$ cat config.mk
export PLATFORM = sky130hd
export DESIGN_NAME = pwm_duty_ramp
export DESIGN_NICKNAME = d
export VERILOG_FILES = /design/src/rtl/pwm_duty_ramp_pkg.sv /design/src/rtl/pwm_duty_ramp_timer.sv /design/src/rtl/pwm_duty_ramp.sv
export SDC_FILE = /design/constraint.sdc
export NUM_CORES = 1
export LEC_CHECK = 0
export CAP_MARGIN = 20
export CELL_PAD_IN_SITES_DETAIL_PLACEMENT = 1
export CELL_PAD_IN_SITES_GLOBAL_PLACEMENT = 1
export CORE_MARGIN = 1.5
export CORE_UTILIZATION = 41
export CTS_BUF_LIST = sky130_fd_sc_hd__clkbuf_2 sky130_fd_sc_hd__clkbuf_4 sky130_fd_sc_hd__clkbuf_8
export DETAILED_ROUTE_END_ITERATION = 12
export PLACE_DENSITY = 0.81
export SKIP_CTS_REPAIR_TIMING = 1
export SLEW_MARGIN = 0
export SYNTH_ARGS = -nofsm -noshare
export SYNTH_HDL_FRONTEND = slang
export SYNTH_SLANG_ARGS = --single-unit
$ cat constraint.sdc
create_clock -name clk -period 3.6 [get_ports clk]
set_input_delay 0.36 -clock clk [delete_from_list [all_inputs] [get_ports clk]]
set_output_delay 0.36 -clock clk [all_outputs]
set_load 0.01 [all_outputs]
$ cat src/rtl/pwm_duty_ramp_pkg.sv
// Shared types and defaults for the PWM duty ramp controller.
// Imported by the ramp top and its period timer.
package pwm_duty_ramp_pkg;

    typedef enum logic [1:0] {
        IDLE     = 2'd0,
        TRACK    = 2'd1,
        STOPPING = 2'd2
    } ramp_state_t;

    localparam int PWM_PERIOD = 256;
    localparam int DUTY_WIDTH = 8;

endpackage

$ cat src/rtl/pwm_duty_ramp_timer.sv
// Period and step-period counters; both held at zero while en is low,
// so they start in lockstep with the downstream PWM counter.
module pwm_period_timer
    import pwm_duty_ramp_pkg::*;
#(
    parameter int PERIOD       = PWM_PERIOD,
    parameter int RAMP_PERIODS = 1
) (
    input  logic clk,
    input  logic rst,
    input  logic en,
    output logic period_tick,
    output logic step
);

    localparam int PW = (PERIOD > 1) ? $clog2(PERIOD) : 1;
    localparam int SW = (RAMP_PERIODS > 1) ? $clog2(RAMP_PERIODS) : 1;
    localparam logic [PW-1:0] P_LAST = PW'(PERIOD - 1);
    localparam logic [SW-1:0] S_LAST = SW'(RAMP_PERIODS - 1);

    logic [PW-1:0] pcnt;
    logic [SW-1:0] scnt;

    assign period_tick = en && (pcnt == P_LAST);
    assign step        = period_tick && (scnt == S_LAST);

    always_ff @(posedge clk or posedge rst) begin
        if (rst) begin
            pcnt <= '0;
            scnt <= '0;
        end else if (!en) begin
            pcnt <= '0;
            scnt <= '0;
        end else begin
            pcnt <= (pcnt == P_LAST) ? '0 : pcnt + 1'b1;
            if (period_tick) begin
                scnt <= (scnt == S_LAST) ? '0 : scnt + 1'b1;
            end
        end
    end

endmodule

$ cat src/rtl/pwm_duty_ramp.sv
// Duty slew controller feeding the three-phase PWM block: soft start,
// period-aligned ramping toward a handshaken target, and ramp-down stop.
module pwm_duty_ramp
    import pwm_duty_ramp_pkg::*;
#(
    parameter int DUTY_W       = DUTY_WIDTH,
    parameter int PERIOD       = PWM_PERIOD,
    parameter int RAMP_STEP    = 4,
    parameter int RAMP_PERIODS = 1
) (
    input  logic              clk,
    input  logic              rst,
    input  logic              run,
    input  logic              tgt_valid,
    input  logic [DUTY_W-1:0] tgt_duty,
    output logic              tgt_ready,
    output logic [DUTY_W-1:0] duty_cycle,
    output logic              en,
    output logic              period_tick,
    output logic              at_target,
    output logic              busy
);

    localparam logic [DUTY_W:0] STEP_X = (DUTY_W + 1)'(RAMP_STEP);

    ramp_state_t       state;
    ramp_state_t       state_next;
    logic [DUTY_W-1:0] target;
    logic [DUTY_W-1:0] dest;
    logic [DUTY_W-1:0] duty_step;
    logic [DUTY_W:0]   d_ext;
    logic [DUTY_W:0]   t_ext;
    logic              step;

    pwm_period_timer #(
        .PERIOD       (PERIOD),
        .RAMP_PERIODS (RAMP_PERIODS)
    ) u_timer (
        .clk         (clk),
        .rst         (rst),
        .en          (en),
        .period_tick (period_tick),
        .step        (step)
    );

    assign en        = (state != IDLE);
    assign busy      = (state != IDLE);
    assign tgt_ready = (state != STOPPING);
    assign at_target = (state == TRACK) && (duty_cycle == target);

    always_comb begin
        state_next = state;
        unique case (state)
            IDLE: begin
                if (run) state_next = TRACK;
            end
            TRACK: begin
                if (!run) state_next = STOPPING;
            end
            STOPPING: begin
                if (run) begin
                    state_next = TRACK;
                end else if (step && duty_cycle == '0) begin
                    state_next = IDLE;
                end
            end
            default: state_next = IDLE;
        endcase
    end

    // Widened compare/add so a step clamps at dest instead of wrapping.
    always_comb begin
        dest      = (state == TRACK) ? target : '0;
        d_ext     = {1'b0, duty_cycle};
        t_ext     = {1'b0, dest};
        duty_step = dest;
        if (t_ext > d_ext) begin
            if (t_ext - d_ext > STEP_X) begin
                duty_step = DUTY_W'(d_ext + STEP_X);
            end
        end else if (d_ext - t_ext > STEP_X) begin
            duty_step = DUTY_W'(d_ext - STEP_X);
        end
    end

    always_ff @(posedge clk or posedge rst) begin
        if (rst) begin
            state      <= IDLE;
            duty_cycle <= '0;
            target     <= '0;
        end else begin
            state <= state_next;
            if (state == IDLE) begin
                duty_cycle <= '0;
            end else if (step) begin
                duty_cycle <= duty_step;
            end
            if (tgt_valid && tgt_ready) begin
                target <= tgt_duty;
            end
        end
    end

endmodule

==> impl_metrics.json <==
{
  "outcome": "completed",
  "finalWorstPathRequiredPeriod_ns": 3.44,
  "start_util_pct": 43.0,
  "synth_area_per_cell_um2": 8.31,
  "async_flop_share_pct": 100,
  "grt_usage_pct": 27.5,
  "ys_seq_area_share_pct": 25.1,
  "crit_fanout": 10,
  "timing.fmax_ghz": 0.291,
  "viasPerCell": 6.13,
  "die_w_um": 82.5,
  "tns_ns": 0,
  "synth.most_common_cell": "nand2_1",
  "placed_cell_area_um2": 2960,
  "critPathMaxStageDelay_ns": 0.54,
  "antenna_found_initial": 0,
  "syn_area_um2": 2590,
  "worstPathCellList": "and2b_4 -> nand2_1 -> ha_1 -> buf_4 -> nand3_1 -> a211oi_1 -> or4_1 -> a32o_1 -> or4_4 -> buf_4 -> mux2i_1 -> o211ai_1",
  "htree_levels": 1,
  "cts_made_buffers": 3,
  "grt_pass1_vias": 2670,
  "rsz0062_at_grt": "no",
  "yosysWarnings": 0,
  "finClkSkew_ns": 0.00815,
  "cp.arrival_ns": 3.59,
  "fin_crit_sh_pct": 95.6,
  "criticalPathCategory": "reg2reg",
  "cp-end-kind": "flop",
  "fin_area_um2": 3120,
  "drv_slew": 0,
  "grt_max_degree": 27,
  "setup_violations": 0,
  "synth_common_cells": "nand2_1, dfrtp_1, inv_1, nor2_1, ha_1",
  "pwr_density_cell_nw_per_um2": 315,
  "clock-root-buffer": "clkbuf_8",
  "cts_tree": "built",
  "fin_nets": 375,
  "drive_gt1_share_pct": 14.3,
  "regToRegStartpoint": "state[1]$_DFFE_PP0P_",
  "crit_slowest_cell": "or4_4",
  "yosys.area_share.simple_pct": 25.7,
  "cp_num_buf_inv": 2,
  "cpMostUsedCell": "buf_4",
  "grt_first_pass_wirelength_mm": 13.9,
  "synth_xor_area_share_pct": 6.08,
  "synth_compound_area_share_pct": 21.5,
  "rr_endpoint": "duty_cycle[4]$_DFFE_PP0P_",
  "ioPinCount": 25,
  "cts_max_path_buffers": 2,
  "power.leakage_nw": 1.35,
  "core_area_um2": 6030,
  "hold_path_class": "in2async",
  "cts.sink_count": 26,
  "worst_pin_slew_ns": 0.524,
  "dr.pass1.iters": 4,
  "netlist.area_leader.share_pct": 25.1,
  "syn_nets": 343,
  "hpwl_mm": 6.68,
  "ir_drop_mv": 0.241,
  "diodes": 0,
  "maxCapViolCount": 0,
  "synthAdderAreaFrac_pct": 9.17,
  "r2r_slack_ns": 0.16,
  "ys_types": 65,
  "place_congestion": 0.882,
  "grt_overflow": 0,
  "critPathTopFamily": "simple AND/OR/NAND/NOR gates",
  "vias": 2561,
  "drc": 0,
  "synth_top_area_cell": "dfrtp_1",
  "ys.flop_type": "dfrtp_1",
  "timing.hold.ws_ns": 0.285,
  "ys_seq_elements": 26,
  "die_h_um": 82.5,
  "synth_top_family_by_area": "simple AND/OR/NAND/NOR gates",
  "synthToLayoutAreaGrowth_pct": 20.2,
  "synth.area.mux_share_pct": 6.71,
  "drtIter0Drc": 100,
  "portBuffers": 24,
  "syn_inst": 312,
  "rows": 28,
  "slew_headroom_pct": 64.8,
  "final_antenna_net_count": 0,
  "startpoint": "state[1]$_DFFE_PP0P_",
  "synth_edf_count": 0,
  "post_drt_wl_per_cell_um": 20.8,
  "clk_pin_slew_ns": 0.10,
  "hold_violations": 0,
  "synth.area.top_cells": "dfrtp_1, ha_1, mux2_2",
  "r2r_cells": 12,
  "die_area_um2": 6810,
  "cp-start-kind": "flop",
  "required_ns": 3.75,
  "wl_mm": 8.71,
  "worstSkewPairLatency_ns": 0.28
}
-- state kept, by name (all words and copies together), names as in the netlist --
signal        flops
duty_cycle        8
target            8
u_timer.pcnt      8
state             2
-- worst register-to-register path, stage by stage (launching register included) --
cell	delay, ns
dfrtp_1	0.44
and2b_4	0.34
nand2_1	0.15
ha_1	0.38
buf_4	0.18
nand3_1	0.10
a211oi_1	0.07
or4_1	0.40
a32o_1	0.29
or4_4	0.54
buf_4	0.19
mux2i_1	0.14
o211ai_1	0.10
-- cell type report --
class | instances | area (um2)
clock inverters | 1 | 30.0
clock buffers | 3 | 41.3
fillers | 732 | 2910
inverters | 21 | 78.8
flip-flops and latches | 26 | 651
repair buffers | 41 | 388
multi-input cells | 251 | 1840
well taps | 75 | 93.8
-- worst max path at each step --
stage          slack (ns)  cells after the start                         to
6_report             0.16                     12  duty_cycle[4]$_DFFE_PP0P_
5_1_grt              0.03                     10  duty_cycle[2]$_DFFE_PP0P_
4_1_cts             -0.07                     10  duty_cycle[3]$_DFFE_PP0P_
3_5_place_dp        -0.02                     10  duty_cycle[3]$_DFFE_PP0P_
3_3_place_gp         0.11                     10  duty_cycle[2]$_DFFE_PP0P_
2_1_floorplan        0.24                     14  duty_cycle[0]$_DFFE_PP0P_
-- metal layers --
layer	vias to the layer above	global-route usage, %	part of all wire (%)
met5	-	0	0
met4	0	6.83	1.7
met3	12	2.42	3.1
li1	1202	-	-
met1	1282	35.3	44
met2	65	49.2	52
-- cells in the final DEF, fill, tap and decap left out, drive strengths merged, types with 2 or more instances in the layout --
| cell | n |
|---|---|
| a211oi | 2 |
| a21boi | 3 |
| a21o | 2 |
| a21oi | 14 |
| a221oi | 2 |
| a31oi | 5 |
| a41o | 2 |
| and2 | 3 |
| and3 | 6 |
| buf | 17 |
| clkbuf | 3 |
| clkdlybuf4s50 | 24 |
| dfrtp | 26 |
| ha | 19 |
| inv | 21 |
| mux2 | 11 |
| mux2i | 5 |
| nand2 | 28 |
| nand2b | 7 |
| nand3 | 15 |
| nand3b | 6 |
| nand4 | 4 |
| nor2 | 21 |
| nor2b | 3 |
| nor3 | 12 |
| nor4 | 4 |
| o211ai | 7 |
| o21a | 3 |
| o21ai | 15 |
| o221ai | 2 |
| o32a | 2 |
| or2b | 2 |
| or3 | 3 |
| or4 | 2 |
| xnor2 | 10 |
| xor2 | 8 |
-- power by group --
group          switching (mW)  internal (mW)
Combinational           0.231          0.163
Sequential             0.0296          0.313
Clock                  0.0977          0.149
-- metrics by stage --
step	worst slack, ns	utilization (%)	instances	power, mW
after floorplan	0.243	-	312	0.595
after global placement	0.113	49.1	411	0.705
after detailed placement	-0.0235	49.1	411	0.719
after CTS	-0.0726	50.3	415	0.964
after global routing	0.0333	51.7	418	1.04
final	0.159	51.7	418	0.983
-- cells by family (layout without fill, tap and decap cells) --
group                      count (synthesis)  count (layout)
and+or+nand+nor                          123             123
muxes                                     16              16
DFF                                       26              26
buffers and inverters                     35              66
AOI/OAI and AO/OA                         75              75
xor gates and xnor gates                  18              18
adders and majority gates                 19              19
No activity file was read; power rests on OpenSTA's default activity.
